===== config.mk =====
export PLATFORM = sky130hd
export DESIGN_NAME = clk_div_bank
export DESIGN_NICKNAME = d
export VERILOG_FILES = /design/src/rtl/clk_div_bank.sv
export SDC_FILE = /design/constraint.sdc
export NUM_CORES = 1
export LEC_CHECK = 0
export ABC_CLOCK_PERIOD_IN_PS = 7350
export CORE_MARGIN = 8
export CORE_UTILIZATION = 30
export CTS_BUF_LIST = sky130_fd_sc_hd__clkbuf_16
export DETAILED_ROUTE_END_ITERATION = 6
export GPL_ROUTABILITY_DRIVEN = 0
export PLACE_DENSITY = 0.43
export SKIP_CTS_REPAIR_TIMING = 1
export SLEW_MARGIN = 15
export SYNTH_ARGS = -nofsm -noshare
export SYNTH_HDL_FRONTEND = slang
export SYNTH_SLANG_ARGS = --single-unit

===== constraint.sdc =====
create_clock -name clk -period 7.35 [get_ports clk]
set_clock_uncertainty 0.2 [all_clocks]
set_input_delay 1.47 -clock clk [delete_from_list [all_inputs] [get_ports clk]]
set_output_delay 1.47 -clock clk [all_outputs]
set_load 0.03 [all_outputs]

===== src/rtl/clk_div_bank.sv =====
// ============================================================================
// clk_div_bank : bank of run-time programmable, glitch-free clock dividers.
// Optional macro CLK_DIV_BANK_SYNC_EN adds a 2-flop ch_en synchroniser.
// Revision: 1.0
// ============================================================================
`default_nettype none

module clk_div_bank #(
  parameter int NUM_CH      = 2,
  parameter int DIV_W       = 8,
  parameter int DEFAULT_DIV = 2,
  parameter int CH_W        = (NUM_CH > 1) ? $clog2(NUM_CH) : 1
) (
  input  logic              clk,
  input  logic              rst,
  input  logic [NUM_CH-1:0] ch_en,
  input  logic              cfg_valid,
  output logic              cfg_ready,
  input  logic [CH_W-1:0]   cfg_ch,
  input  logic [DIV_W-1:0]  cfg_div,
  output logic [NUM_CH-1:0] div_clk,
  output logic [NUM_CH-1:0] div_tick,
  output logic [NUM_CH-1:0] locked
);

  localparam logic [1:0]       S_IDLE  = 2'd0;
  localparam logic [1:0]       S_RUN   = 2'd1;
  localparam logic [1:0]       S_STOP  = 2'd2;
  localparam logic [DIV_W-1:0] DIV_MIN = DIV_W'(2);
  localparam logic [DIV_W-1:0] DIV_RST = DIV_W'(DEFAULT_DIV);

  logic [NUM_CH-1:0] en;
  logic [NUM_CH-1:0] pend;
  logic              cfg_fire;
  logic [DIV_W-1:0]  cfg_eff;

  // A single pending slot is shared by the whole bank.
  assign cfg_ready = ~|pend;
  assign cfg_fire  = cfg_valid & cfg_ready;
  assign cfg_eff   = (cfg_div < DIV_MIN) ? DIV_MIN : cfg_div;

`ifdef CLK_DIV_BANK_SYNC_EN
  logic [NUM_CH-1:0] en_meta;
  logic [NUM_CH-1:0] en_sync;

  always_ff @(posedge clk or posedge rst) begin
    if (rst) begin
      en_meta <= '0;
      en_sync <= '0;
    end else begin
      en_meta <= ch_en;
      en_sync <= en_meta;
    end
  end

  assign en = en_sync;
`else
  assign en = ch_en;
`endif

  for (genvar i = 0; i < NUM_CH; i++) begin : g_ch
    logic [1:0]       state;
    logic [1:0]       state_nxt;
    logic [DIV_W-1:0] cnt;
    logic [DIV_W-1:0] ratio;
    logic [DIV_W-1:0] pend_div;
    logic             pend_r;
    logic             wrap;
    logic             sel;
    logic             clk_nxt;
    logic             tick_nxt;
    logic             lock_nxt;
    logic             clk_q;
    logic             tick_q;
    logic             lock_q;

    assign wrap = (cnt == ratio - 1'b1);
    assign sel  = cfg_fire && (cfg_ch == CH_W'(i));

    always_ff @(posedge clk or posedge rst) begin
      if (rst) begin
        state    <= S_IDLE;
        cnt      <= '0;
        ratio    <= DIV_RST;
        pend_div <= DIV_RST;
        pend_r   <= 1'b0;
      end else begin
        state <= state_nxt;
        if (state == S_IDLE || wrap) begin
          cnt <= '0;
        end else begin
          cnt <= cnt + 1'b1;
        end
        // Pending ratio lands exactly when the new period starts at cnt=0.
        if (state != S_IDLE && wrap && pend_r) begin
          ratio  <= pend_div;
          pend_r <= 1'b0;
        end
        if (sel) begin
          if (state == S_IDLE) begin
            ratio <= cfg_eff;
          end else begin
            pend_div <= cfg_eff;
            pend_r   <= 1'b1;
          end
        end
      end
    end

    // Stops are deferred to the wrap so the last high phase is never cut.
    always_comb begin
      state_nxt = state;
      case (state)
        S_IDLE:  if (en[i]) state_nxt = S_RUN;
        S_RUN:   if (!en[i]) state_nxt = wrap ? S_IDLE : S_STOP;
        S_STOP: begin
          if (en[i]) begin
            state_nxt = S_RUN;
          end else if (wrap) begin
            state_nxt = S_IDLE;
          end
        end
        default: state_nxt = S_IDLE;
      endcase
    end

    always_comb begin
      clk_nxt  = (state != S_IDLE) && (cnt < (ratio >> 1));
      tick_nxt = (state != S_IDLE) && (cnt == '0);
      lock_nxt = (state == S_RUN) && !pend_r;
    end

    always_ff @(posedge clk or posedge rst) begin
      if (rst) begin
        clk_q  <= 1'b0;
        tick_q <= 1'b0;
        lock_q <= 1'b0;
      end else begin
        clk_q  <= clk_nxt;
        tick_q <= tick_nxt;
        lock_q <= lock_nxt;
      end
    end

    assign pend[i]     = pend_r;
    assign div_clk[i]  = clk_q;
    assign div_tick[i] = tick_q;
    assign locked[i]   = lock_q;
  end

endmodule

`default_nettype wire


After elaboration in Yosys (flattened, before gate mapping)
Index checks and enable logic that the tools add are counted.
Storage, ports and cells
  register bits: 60
  input port bits: 14
  output and inout bits: 7
  word-level logic and storage cells: 94
Operators by class
  add/sub/neg operators: 4
  magnitude comparators: 3
  equality and inequality tests: 12
  mux-type cells: 27
  bitwise operators: 4
  reductions and logical operators: 28
Operator list (count)
  8-bit two-way mux: 9
  2-bit two-way mux: 10
  8-bit by 1-bit adder with 8-bit output, second input constant: 2
  8-bit equality test: 2
  8-bit zero test: 2
  8-bit by 7-bit less-than comparator with 1-bit output: 2
  8-bit by 1-bit subtractor with 8-bit output, second input constant: 2
  1-bit logical AND: 12
  2-bit case mux with 3 select lines: 2
  8-bit by 2-bit less-than comparator with 1-bit output, second input constant: 1
  2-bit != test, second input constant: 4
  1-bit two-way mux: 6
  3-bit != test, second input constant: 2
  3-bit AND reduction: 2
  2-bit by 1-bit equality test with 1-bit output, second input constant: 2
  2-bit equality test, second input constant: 2
  2-bit zero test: 2
  2-bit AND reduction: 2
  2-bit nonzero test: 2
  1-bit zero test: 3
  1-bit NOT: 3
  1-bit logical OR: 2
  2-bit OR reduction: 1
  1-bit bitwise AND: 1

Longest topological paths before layout
  depth in word-level cells: 7
  gate-level depth with buffers: 9
  depth with buffers taken out: 8

Worst setup path before layout
OpenSTA, ideal clock, no wires.
  kind: input to register
  start point: input cfg_valid
  end point: register g_ch[0].ratio[1]
  setup time: 0.082 ns
  arrival time: 2.408 ns
  required time: 7.068 ns
  slack: 4.660 ns
  stages on the path: 5
  buffers on the path: 1
  cell sequence: nand2_1 nor3_1 clkbuf_1 a31oi_1 a22oi_1
On the way
  word-level cells in the longest chain between the ends: 3
RTL lines
  start, declared: RTL line 17  | input logic cfg_valid,
  1-bit bitwise AND: RTL line 39  | assign cfg_fire = cfg_valid & cfg_ready;
  1-bit logical AND: RTL line 78  | assign sel = cfg_fire && (cfg_ch == CH_W'(i));
  8-bit two-way mux: RTL line 99  | if (sel) begin
  end signal, assigned: RTL line 96  | ratio <= pend_div;
  end signal, assigned: RTL line 101  | ratio <= cfg_eff;
  end, declared: RTL line 65  | logic [DIV_W-1:0] ratio;
Every way passes these cells.
A chain may end at the register's enable or synchronous reset.

Final worst setup path
  start point: register g_ch[1].pend_r
  end point: output cfg_ready
On the way
  word-level cells in the longest chain between the ends: 2
RTL lines
  start, declared: RTL line 67  | logic pend_r;
  start signal, assigned: RTL line 86  | pend_r <= 1'b0;
  start signal, assigned: RTL line 97  | pend_r <= 1'b0;
  start signal, assigned: RTL line 104  | pend_r <= 1'b1;
  2-bit OR reduction: RTL line 38  | assign cfg_ready = ~|pend;
  1-bit zero test: RTL line 38
  end, declared: RTL line 18  | output logic cfg_ready,
Every way passes these cells.

==> flow_metrics.py <==
metrics = {
    "run_status": {
        "outcome": "completed",
    },
    "layout": {
        "antenna_cells": 0,
        "stdcell_count": 532,
        "final_area_um2": 4080,
        "drive_above_1_share_pct": 11.1,
        "utilization_pct": 35.6,
        "syn_to_final_growth_pct": 15.6,
        "layout.nets": 417,
    },
    "timing": {
        "report.final.slew_viol_count": 0,
        "setup_slack_ns": 3.94,
        "tns_ns": 0,
        "max_freq_mhz": 293,
        "maxSlewHeadroom_pct": 43.8,
        "grt_setup_unrepaired": "false",
        "setup_viol_count_final": 0,
        "min_period_ns": 3.41,
        "period_share_pct": 46.4,
        "finalHoldViolCount": 0,
        "tightestPinTransition_ns": 0.840,
        "holdWs_ns": 0.287,
    },
    "placed_design": {
        "dp_hpwl_mm": 6.41,
        "dp.cells": 517,
        "port_buffers": 20,
        "dp_worst_setup_slack_ns": 4.01,
        "dpl_cell_area_um2": 3830,
    },
    "critical_path": {
        "setup.worst_path.start_class": "flop",
        "worstSetupEndpointType": "output pin",
        "critPathArrivalTime_ns": 1.74,
        "crit_fanout": 5,
        "crit_type": "flop to output pin",
        "cp.required_ns": 5.68,
    },
    "floorplanning": {
        "floorplan.rows": 39,
        "core_um2": 11500,
        "start_util_pct": 30.8,
        "die_h_um": 124,
        "io_pins": 21,
        "die_w_um": 124,
        "dieArea_um2": 15500,
    },
    "global_routing": {
        "antenna_found_initial": 0,
        "grt_pass1_vias": 2760,
        "grt_use_met1_pct": 14.2,
        "grt_max_degree": 61,
        "grt_overflow": 0,
        "grt_usage_pct": 11.7,
        "grt_most_used_layer": "met2",
        "grt_pass1_wl_mm": 14.7,
        "use_met2_pct": 19.1,
        "use_met3_pct": 3.40,
    },
    "yosys": {
        "seq_area_frac_synth_pct": 42.7,
        "async_flop_share_pct": 100,
        "synth_cell_types": 56,
        "synth_common_cells": "dfrtp_1, nor2_1, nand2_1",
        "syn_avg_cell_area_um2": 9.56,
        "synth_area_leaders": "dfrtp_1, ha_1, xor2_1",
        "syn_nets": 401,
        "synth-seq-cells": 60,
        "netlist_area_um2": 3530,
        "ys_warn_count": 0,
        "yosysMostFrequentCell": "dfrtp_1",
        "synth_area_leader_cell": "dfrtp_1",
        "synthCells": 369,
        "synthDominantCellAreaShare_pct": 39.7,
        "synth_top_flop_cell": "dfrtp_1",
        "synth_edf_count": 0,
    },
    "power_and_ir_drop": {
        "power_mw": 0.860,
        "total_leakage_power_nw": 1.83,
        "comb_power_share_pct": 13.3,
        "power_frac_seq_pct": 44.4,
        "power.density_nw_per_um2": 211,
        "peakVddDrop_v": 0.000139,
        "power_switching_share_pct": 27.6,
        "p_switching_mw": 0.238,
        "p_int_mw": 0.622,
        "clkPwrFrac_pct": 42.2,
    },
    "drt": {
        "dr.pass1.iters": 4,
        "drcViolationCount": 0,
        "drt-initial-drc-count": 133,
        "dr_total_vias": 2674,
        "ant_nets": 0,
        "wire_per_inst_um": 16.4,
        "viasPerCell": 5.03,
        "routed_wl_mm": 8.74,
    },
    "flow_run": {
        "maxCapViolations": 0,
    },
    "cts": {
        "cts_tree": "done",
        "h-tree-depth": 3,
        "clk_path_buf_depth": 2,
        "clock_tree.root_cell": "clkbuf_16",
        "clkTransAtPathRegs_ns": 0.06,
        "numCtsBuffers": 9,
        "clock_sinks": 60,
        "worstSkewPairLatency_ns": 0.33,
    },
    "worst_hold_path": {
        "hp-class": "flop to flop",
    },
}
==> cell type report <==
type | instances | area [um2]
clock buffers | 9 | 225
clock inverters | 6 | 26.3
fillers | 1172 | 7390
inverters | 25 | 93.8
multi-input cells | 267 | 1830
flip-flops and latches | 60 | 1510
well taps | 143 | 179
repair buffers | 22 | 215
==> layout by cell type, fill, tap and decap left out, types with 5 or more instances in the layout <==
cell / instances
dfrtp_1: 56
nor2_1: 33
nand2_1: 32
inv_1: 27
clkdlybuf4s50_1: 20
nand3_1: 19
ha_1: 18
xor2_1: 17
mux2_2: 12
xnor2_1: 12
o21ai_0: 10
nor3_1: 9
a21oi_1: 9
clkbuf_16: 9
o311ai_1: 8
and3_1: 6
a31oi_1: 6
a21o_1: 6
nor3b_1: 5
nor4_1: 5
or3_1: 5
==> logic make-up after synthesis <==
family                   count (synthesis)  share of synthesized area, %
AO/OA/AOI/OAI                           68                          13.7
XOR/XNOR                                29                          7.20
adder cells (fa/ha/maj)                 18                          6.39
AND/OR/NAND/NOR                        140                          20.8
buffers and inverters                   42                          5.32
flip-flops                              60                          42.7
multiplexers                            12                          3.83
==> sequential cells by signal (all words and copies together) (netlist names) <==
name and cells:
g_ch.clk_q 2, g_ch.cnt 16, g_ch.lock_q 2, g_ch.pend_div 16, g_ch.pend_r 2, g_ch.ratio 16
g_ch.state 4, g_ch.tick_q 2
==> power by group through the flow <==
| stage | Sequential (mW) | Combinational (mW) | Clock, mW |
|---|---|---|---|
| 5_1_grt | 0.387 | 0.130 | 0.389 |
| 3_5_place_dp | 0.388 | 0.117 | 0 |
| 3_3_place_gp | 0.388 | 0.116 | 0 |
| 4_1_cts | 0.382 | 0.117 | 0.379 |
| 2_1_floorplan | 0.372 | 0.0950 | 0 |
| 6_report | 0.382 | 0.115 | 0.363 |
==> routing by layer <==
layer	share of wire [%]	routed length, um	vias up
li1	-	-	1338
met1	47	4130	1301
met2	49	4280	33
met3	3.4	295	2
met4	0.42	37	0
met5	0	0	-
==> critical path, stage by stage (launching register included) <==
cell and delay [ns]:
dfrtp_1 0.41, nor2_1 0.27, clkdlybuf4s50_1 0.73
==> final timing paths <==
path                                           from             endpoint  slack, ns  cells past startpoint
worst max-delay path                 g_ch[1].pend_r            cfg_ready       3.94                      2
worst min-delay path            g_ch[1].pend_div[0]  g_ch[1].pend_div[0]       0.29                      2
worst max register to register     g_ch[1].ratio[1]     g_ch[1].ratio[7]       4.44                      8
worst min register to register  g_ch[1].pend_div[0]  g_ch[1].pend_div[0]       0.29                      2
max in group asynchronous                       rst  g_ch[0].pend_div[3]       4.93                      3
min in group asynchronous                       rst     g_ch[0].state[1]       1.50                      3
Note: power is estimated with default switching activity, not from simulation.
==> variant 1, RTL diff (same flow settings) <==
Add a define of `CLK_DIV_BANK_SYNC_EN`.
--- a/src/rtl/clk_div_bank.sv
+++ b/src/rtl/clk_div_bank.sv
@@ -4,6 +4,8 @@
 // Revision: 1.0
 // ============================================================================
 `default_nettype none
+
+`define CLK_DIV_BANK_SYNC_EN
 
 module clk_div_bank #(
   parameter int NUM_CH      = 2,
Formal check against the unedited RTL: not equivalent (a bounded check fails within 4 cycles, from zero or initial values and one cycle with rst high).
==> variant 1 against the unedited design <==
  * Sequential share of layout area increased by 0.33 points
  * Final area increased by 5.7%
  * Power grew 10%
  * Area after synthesis rose by 5.9%
  * Setup slack gained 0.068 ns
  * Sequential cell count grew 4
  * Combinational power grew 14%
  * Die area up 5.1%
  * Fmax rose by 2.0%
  * Wire length shrank 0.31%
  * Non-clock buffer count unchanged
  * Largest cell class unchanged
  * Global-route usage about the same
  * Critical path type unchanged
  * Clock power rose by 13%
==> variant 1: results (changes against the unedited design) <==
combinationalPowerShare: 0.138  # +0.005
antenna_found_initial: 0  # unchanged
regToRegEndpoint: "g_ch[0].ratio[5]$_DFF_PP0_"
synth_compound_area_frac: 0.120  # -0.0173
rr_startpoint: "g_ch[0].ratio[1]$_DFF_PP1_"
drtIter0Drc: 94  # -29%
p_leak_uw: 0.00191  # +4.4%
syn_nets: 408  # +1.7%
drive_above_1_share: 0.115  # +0.00484
crit_fanout: 4  # -1
drt_pass1_iterations: 4  # unchanged
status: "finished, final reports clean"
routedWlPerCell_um: 15.6  # -5.0%
share_seq_of_total_power: 0.429  # -0.015
hold_path_end: "en[1]$_DFF_PP0_"
yosysSeqAreaShare: 0.430  # +0.00305
hold_path.class: "register to register"
ys_types: 51  # -8.9%
yosys.area_share.adder: 0.0603  # -0.00355
relSlewSlack: 0.348  # -0.0900
synth_area_leaders: "dfrtp_1 40%, ha_1 6.0%, xor2_1 4.5%, nand2_1 4.0%, mux2_2 3.6%"
setup_slack_ns: 4.01  # +0.0677 ns
min_path_cells: 0  # -2
grt_pass1_vias: 2896  # +4.9%
cpPeakStageDelay_ns: 0.71  # -0.02 ns
synth-xor-area-share: 0.0797  # +0.00772
synth_mux_area_frac: 0.0362  # -0.00213
fillers: 1223  # +4.4%
swShare: 0.265  # -0.0112
netlist_instances: 376  # +1.9%
synthTopCellsByCount: "60 x dfrtp_1, 40 x nand2_1, 23 x nand3_1"
hpwl_um: 6190  # -3.4%
track_usage: 0.117  # +0.000336
grt_max_degree: 65  # +6.6%
critPathTopFamily: "buffers and inverters"
largestRegisters: "g_ch.cnt: 16 flops, g_ch.pend_div: 16 flops, g_ch.ratio: 16 flops"
hp-start: "en_meta[1]$_DFF_PP0_"
pre_cts_ws_ns: 3.96  # -0.0579 ns
r2r_setup_slack_ns: 4.62  # +0.18 ns
via_per_inst: 4.86  # -3.2%
grt_pass1_wl_um: 15200  # +3.1%
placed_area_um2: 4030  # +5.3%
r2r_cells: 8  # unchanged
worst_ir_drop_vdd_uv: 111  # -20%
clk_path_buf_depth: 2  # unchanged
[variant 1: stage by stage]
step | total power [uW] | instances | utilization | hold WS [ns]
CTS | 959 | 558 | 0.357 | 0.147
floorplan | 506 | 376 | - | 0.131
finish | 945 | 558 | 0.357 | 0.145
detailed placement | 545 | 542 | 0.334 | 0.135
global route | 994 | 558 | 0.357 | 0.152
global placement | 545 | 542 | 0.334 | 0.136
[variant 1: per-layer routing]
metal	global-route usage	wire length (um)	part of all wire
met1	0.141	3960	0.46
met2	0.200	4380	0.50
met3	0.0262	234	0.027
met4	0.0420	129	0.015
met5	0	0	0
[variant 1: layout make-up]
class / count / area, um^2 / share of cell area
Clock inverter: 7 / 56.3 / 0.0131
Tap cell: 168 / 210 / 0.0488
Timing Repair Buffer: 22 / 215 / 0.0499
Inverter: 21 / 78.8 / 0.0183
Clock buffer: 9 / 225 / 0.0522
Multi-Input combinational cell: 267 / 1920 / 0.445
Sequential cell: 64 / 1610 / 0.373
==> variant 2, RTL diff (same settings) <==
Without the edit above. Register the inputs `cfg_valid`, `cfg_ch` and `cfg_div` before use, without a reset. The logic sees them one clock later. The other inputs are not delayed to match.
--- a/src/rtl/clk_div_bank.sv
+++ b/src/rtl/clk_div_bank.sv
@@ -29,6 +29,16 @@
   localparam logic [DIV_W-1:0] DIV_MIN = DIV_W'(2);
   localparam logic [DIV_W-1:0] DIV_RST = DIV_W'(DEFAULT_DIV);
 
+  logic cfg_valid_q;
+  logic [CH_W-1:0] cfg_ch_q;
+  logic [DIV_W-1:0] cfg_div_q;
+
+  always_ff @(posedge clk) begin
+    cfg_valid_q <= cfg_valid;
+    cfg_ch_q    <= cfg_ch;
+    cfg_div_q   <= cfg_div;
+  end
+
   logic [NUM_CH-1:0] en;
   logic [NUM_CH-1:0] pend;
   logic              cfg_fire;
@@ -36,8 +46,8 @@
 
   // A single pending slot is shared by the whole bank.
   assign cfg_ready = ~|pend;
-  assign cfg_fire  = cfg_valid & cfg_ready;
-  assign cfg_eff   = (cfg_div < DIV_MIN) ? DIV_MIN : cfg_div;
+  assign cfg_fire  = cfg_valid_q & cfg_ready;
+  assign cfg_eff   = (cfg_div_q < DIV_MIN) ? DIV_MIN : cfg_div_q;
 
 `ifdef CLK_DIV_BANK_SYNC_EN
   logic [NUM_CH-1:0] en_meta;
@@ -75,7 +85,7 @@
     logic             lock_q;
 
     assign wrap = (cnt == ratio - 1'b1);
-    assign sel  = cfg_fire && (cfg_ch == CH_W'(i));
+    assign sel  = cfg_fire && (cfg_ch_q == CH_W'(i));
 
     always_ff @(posedge clk or posedge rst) begin
       if (rst) begin
Formal check against the unedited RTL: not equivalent (a bounded check fails within 4 cycles, from zero or initial values and one cycle with rst high).
==> variant 2 against the unedited design <==
  * Fmax hardly changed
  * Setup slack gained 0.0021 ns
  * Final area is 4.7% higher
  * Critical endpoint unchanged
  * Area after synthesis is 3.2% higher
  * Sequential cell count is 10 higher
  * Core utilization grew 0.29 points
  * Critical path depth is the same
  * Highest routed layer unchanged
  * Wire length fell by 9.6%
Power is not compared: it rests on default switching activity, and its combinational part moved more than twofold at a synthesized area within 25%.
==> variant 2: results (changes against the unedited design) <==
critPathTopFamily: "buffers and inverters"
ys_types: 47  # -16%
status: "finished, final reports clean"
grt_pass1_wl_um: 13700  # -6.7%
dp_cells: 506  # -2.1%
synthTopCellsByCount: "56 x dfrtp_1, 24 x nand3_1, 23 x nand2_1"
antennaDiodeCount: 0  # unchanged
total_power_uw: 1720
worst_ir_drop_vdd_uv: 152
ys_async_sr_fraction: 0.857  # -0.143
vias: 2574  # -3.7%
track_usage: 0.108  # -0.00847
hold_path.class: "register to register"
pre_cts_ws_ns: 4.27  # +0.257 ns
grt_pass1_vias: 2703  # -2.1%
port_buffers: 20  # unchanged
swShare: 0.356
drt_pass1_iterations: 4  # unchanged
syn_nets: 387  # -3.5%
cp_slowest_cell: "clkdlybuf4s50_1"
power.share.clock: 0.279
cts_root_buffer: "clkbuf_16"
syn-mean-instance-area_um2: 10.3  # +7.3%
antenna_found_initial: 0  # unchanged
wl_met2_um: 3650  # -15%
wl_um: 7900  # -9.6%
relSlewSlack: 0.304  # -0.134
final_cells: 522  # -1.9%
drtIter0Drc: 104  # -22%
met1_length_um: 3980  # -3.5%
met3WireLength_um: 154  # -48%
drive_above_1_share: 0.123  # +0.0121
placed_area_um2: 3940  # +3.0%
synth_area_leaders: "dfrtp_1 39%, ha_1 6.2%, dfxtp_1 5.5%, xnor2_1 4.1%, mux2_2 3.7%"
nets: 402  # -3.6%
cts_max_level: 3  # unchanged
arrival_ns: 1.74  # about the same
cpPeakStageDelay_ns: 0.74
yosysWarnings: 0  # unchanged
yosysSeqAreaShare: 0.469  # +0.0418
hpwl_um: 5640  # -12%
cts_made_buffers: 9  # unchanged
variant 2: cell count changes after synthesis, sizes merged, moves of 9 or more:
cell / before / now
nor2: 35 / 14
nor3: 10 / 23
dfxtp: 0 / 10
o311ai: 10 / 0
and2: 0 / 9
nand2: 32 / 23
variant 2: metal layers:
| metal | global-route usage | up-vias |
|---|---|---|
| met5 | 0 | - |
| met4 | 0.0488 | 0 |
| met3 | 0.0186 | 8 |
| met2 | 0.172 | 22 |
| met1 | 0.141 | 1239 |
| li1 | - | 1305 |
variant 2: kinds of logic (layout without fill, tap and decap cells):
kind of cell    count (synthesis)  count (layout)  synth area share
fa+ha+maj                      18              18            0.0619
buf+inv                        39              59            0.0485
xor+xnor                       32              32            0.0770
mux                            12              12            0.0371
simple gates                  130             130             0.194
compound gates                 54              54             0.113
flops                          70              70             0.469
variant 2: final timing paths:
path | startpoint | end | slack (ns) | cells after the start
max | g_ch[0].pend_r$_DFF_PP0_ | cfg_ready | 3.94 | 2
min | g_ch[0].pend_div[0]$_DFFE_PP0P_ | g_ch[0].pend_div[0]$_DFFE_PP0P_ | 0.28 | 2
max reg2reg | g_ch[0].ratio[1]$_DFF_PP1_ | g_ch[0].ratio[0]$_DFF_PP0_ | 4.37 | 8
min reg2reg | g_ch[0].pend_div[0]$_DFFE_PP0P_ | g_ch[0].pend_div[0]$_DFFE_PP0P_ | 0.28 | 2
max in group asynchronous | rst | g_ch[1].ratio[4]$_DFF_PP0_ | 4.94 | 3
min in group asynchronous | rst | g_ch[0].clk_q$_DFF_PP0_ | 1.50 | 3
variant 2: layout make-up:
cell class | instances | area (um^2)
timing repair buffer | 22 | 215
fill | 1228 | 7640
sequential | 70 | 1710
clock buffer | 9 | 225
clock inverter | 7 | 105
inverter | 21 | 78.8
tap | 147 | 184
multi-input combinational | 246 | 1760
